## config.mk

```make
export PLATFORM = sky130hd
export DESIGN_NAME = iiitb_sdm
export DESIGN_NICKNAME = d
export VERILOG_FILES = /design/src/rtl/iiitb_sdm.sv
export SDC_FILE = /design/constraint.sdc
export NUM_CORES = 1
export LEC_CHECK = 0
export ABC_AREA = 1
export BUFFER_PORTS_ARGS = -buffer_cell sky130_fd_sc_hd__buf_2
export CAP_MARGIN = 20
export CORE_AREA = 2 2 39 41
export DETAILED_ROUTE_END_ITERATION = 6
export DIE_AREA = 0 0 41 43
export HOLD_SLACK_MARGIN = 0.06
export MAX_ROUTING_LAYER = met4
export SLEW_MARGIN = 20
export SYNTH_ARGS = -nofsm -noshare
export SYNTH_HDL_FRONTEND = slang
export SYNTH_SLANG_ARGS = --single-unit
```

## constraint.sdc

```tcl
create_clock -name clock -period 1.36 [get_ports clock]
set_clock_uncertainty 0.2 [all_clocks]
set_input_delay 0.136 -clock clock [delete_from_list [all_inputs] [get_ports clock]]
set_output_delay 0.136 -clock clock [all_outputs]
set_load 0.01 [all_outputs]
```

## src/rtl/iiitb_sdm.sv

```systemverilog
// rtl/iiitb_sdm.sv - Moore sequence detector for serial pattern 1-0-1-1 with overlap
//
// Ports:
//   clock         in   system clock, all state updates on rising edge
//   reset         in   synchronous active-low reset (0 = reset)
//   sequence_in   in   serial data bit, one per rising edge
//   detector_out  out  high for one cycle after the last four bits were 1,0,1,1

module iiitb_sdm (
    input  logic clock,
    input  logic reset,
    input  logic sequence_in,
    output logic detector_out
);

    // Each state names the longest suffix of the input that is a prefix of 1011.
    typedef enum logic [2:0] {
        S0 = 3'd0,
        S1 = 3'd1,
        S2 = 3'd2,
        S3 = 3'd3,
        S4 = 3'd4
    } state_e;

    state_e state_d;
    state_e state_q;

    always_comb begin
        state_d = S0;
        case (state_q)
            S0:      state_d = sequence_in ? S1 : S0;
            S1:      state_d = sequence_in ? S1 : S2;
            S2:      state_d = sequence_in ? S3 : S0;
            S3:      state_d = sequence_in ? S4 : S2;
            // The trailing 1 of a match starts the next candidate.
            S4:      state_d = sequence_in ? S1 : S2;
            default: state_d = S0;
        endcase
    end

    always_ff @(posedge clock) begin
        if (!reset) begin
            state_q <= S0;
        end else begin
            state_q <= state_d;
        end
    end

    // Decoded from the state register only, so it cannot glitch on sequence_in.
    assign detector_out = (state_q == S4);

endmodule

```

==> results.json <==
{
  "hp-class": "flip-flop to flip-flop",
  "clk_pin_slew_ns": 0.04,
  "crit_slowest_cell": "dfxtp_1",
  "clockBufferDepth": 2,
  "multi_input_area_um2": 57.6,
  "fin_util_pct": 14.6,
  "hpwl_um": 195,
  "relSlewSlack_pct": 88.5,
  "globalRouteTotalUtil_pct": 5.14,
  "max_flop_register": "state_q",
  "cts.sinks": 3,
  "cp.required_ns": 1.02,
  "synth_area_um2": 121,
  "crit_path_max_incr_delay_ns": 0.35,
  "grt_pass1_wl_um": 483,
  "endpoint_kind": "output pin",
  "period_needed_ns": 1.26,
  "htreeDepth": 1,
  "drtIter0Drc": 0,
  "coreArea_um2": 1380,
  "ir_worst_vdd_uv": 321,
  "syn-mean-instance-area_um2": 6.74,
  "place_congestion": 0.626,
  "path_cells": "inv_1, nor3_1, buf_2",
  "mostFrequentLayoutCells": "nand2_1 (6), nor2_1 (4), clkbuf_4 (3), buf_2 (3), dfxtp_1 (3)",
  "reg_top3": "state_q (3)",
  "fin_area_um2": 203,
  "n_fill_cell": 165,
  "hold_violations": 0,
  "die_w_um": 41,
  "final_net_count": 31,
  "crit_fanout": 4,
  "synth.net_count": 21,
  "antenna_left": 0,
  "cts_setup_buffers": 0,
  "synth.distinct_cells": 8,
  "core.rowCount": 14,
  "ys_seq_area_share_pct": 49.5,
  "num_io_pins": 4,
  "drt-total-wl_um": 269,
  "critPathLaunchType": "flip-flop",
  "arrival_ns": 0.93,
  "area_delta_synth_final_pct": 67.0,
  "regArea_um2": 60.1,
  "grt_pass1_vias": 128,
  "power.leakage_nw": 0.0884,
  "status": "complete, no violations",
  "cts_root_buf": "clkbuf_4",
  "initial_utilization_pct": 8.77,
  "antenna_found_initial": 0,
  "place_area_um2": 156,
  "fmax_mhz": 791,
  "fin_crit_sh_pct": 92.9,
  "via_per_inst": 3.30,
  "drc": 0,
  "io_buffers": 3,
  "drive_gt1_share_pct": 22.2,
  "holdWs_ns": 0.298,
  "grt_max_degree": 7,
  "yosys-top-cells-area": "dfxtp_1 (49%), nand2_1 (19%), nor2_1 (12%)",
  "ys_ff_latch": 3,
  "synthCells": 18,
  "max_slew.worst_pin.slew_ns": 0.172,
  "die-area_um2": 1760,
  "ys_warn_count": 0,
  "numCtsBuffers": 3,
  "via_count": 142,
  "final_common_cell": "nand2_1",
  "grt_overflow": 0,
  "worstHoldStart": "state_q[1]$_SDFF_PN0_",
  "avgRoutedWirePerCell_um": 6.26,
  "largest_register_ffs": 3,
  "finalSetupTns_ns": 0,
  "synth.top_cell.area_share_pct": 49.5,
  "r2r_start": "state_q[0]$_SDFF_PN0_",
  "clock_latency_ns": 0.23,
  "cts_tree": "done",
  "num_antenna_cells": 0,
  "firstDrtPassIters": 1,
  "yosysTopAreaCell": "dfxtp_1",
  "drv_cap": 0,
  "grt_setup_unrepaired": "no",
  "slew_violations": 0,
  "critPathLaunch": "state_q[2]$_SDFF_PN0_",
  "path_class": "flip-flop to output pin",
  "p_per_area_nw_per_um2": 1320,
  "die_h_um": 43,
  "setup_violations": 0
}
## power breakdown
| part | total (mW) | internal, mW | leakage [nW] | switching, mW |
|---|---|---|---|---|
| combinational | 0.0174 | 0.00988 | 0.0488 | 0.00749 |
| sequential | 0.0963 | 0.0922 | 0.0246 | 0.00408 |
| clock | 0.154 | 0.110 | 0.0150 | 0.0446 |
## through the flow
stage / power [mW] / setup slack (ns) / std cells
6_report: 0.268 / 0.0961 / 43
2_1_floorplan: 0.105 / 0.379 / 18
5_1_grt: 0.287 / 0.0182 / 43
3_3_place_gp: 0.111 / 0.361 / 37
3_5_place_dp: 0.111 / 0.334 / 37
4_1_cts: 0.279 / 0.0820 / 43
## per-layer routing
layer,track usage (%),routed length (µm),up-vias
li1,-,-,75
met1,4.81,131,62
met2,4.38,107,3
met3,6.28,23,2
met4,6.00,6,0
met5,-,0,-
## area by class of cell
type                    count  area share, %
well taps                  16           9.88
clock buffers               4           13.0
flip-flops and latches      3           29.6
repair buffers              5           17.3
multi-input cells          14           28.4
inverters                   1           1.85
## final timing paths
| path | endpoint | slack (ns) | cells after the start |
|---|---|---|---|
| min reg2reg | state_q[2]$_SDFF_PN0_ | 0.30 | 2 |
| min | state_q[2]$_SDFF_PN0_ | 0.30 | 2 |
| max reg2reg | state_q[1]$_SDFF_PN0_ | 0.43 | 3 |
| max | detector_out | 0.1 | 3 |
## kinds of logic after synthesis
logic type | count (synthesis) | synth area share (%)
AOI/OAI and AO/OA | 2 | 8.24
buffers and inverters | 1 | 3.09
DFF | 3 | 49.5
and+or+nand+nor | 12 | 39.2
## critical path, delay by kind of cell (launching register included)
| family | cells | cell delay (ns) |
|---|---|---|
| and+or+nand+nor | 1 | 0.13 |
| buffers and inverters | 2 | 0.22 |
| DFF | 1 | 0.35 |
## synth_stat cells, drive strengths merged
master and n:
nand2 6, nor3 1, dfxtp 3, inv 1, o21ai 2, nor2 4
nand3 1
## timing repair
item,CTS,global route
gates resized for setup,0,0
hold buffers,2,0
endpoints found under the hold margin,3,0
Note: power is estimated with default switching activity, not from simulation.
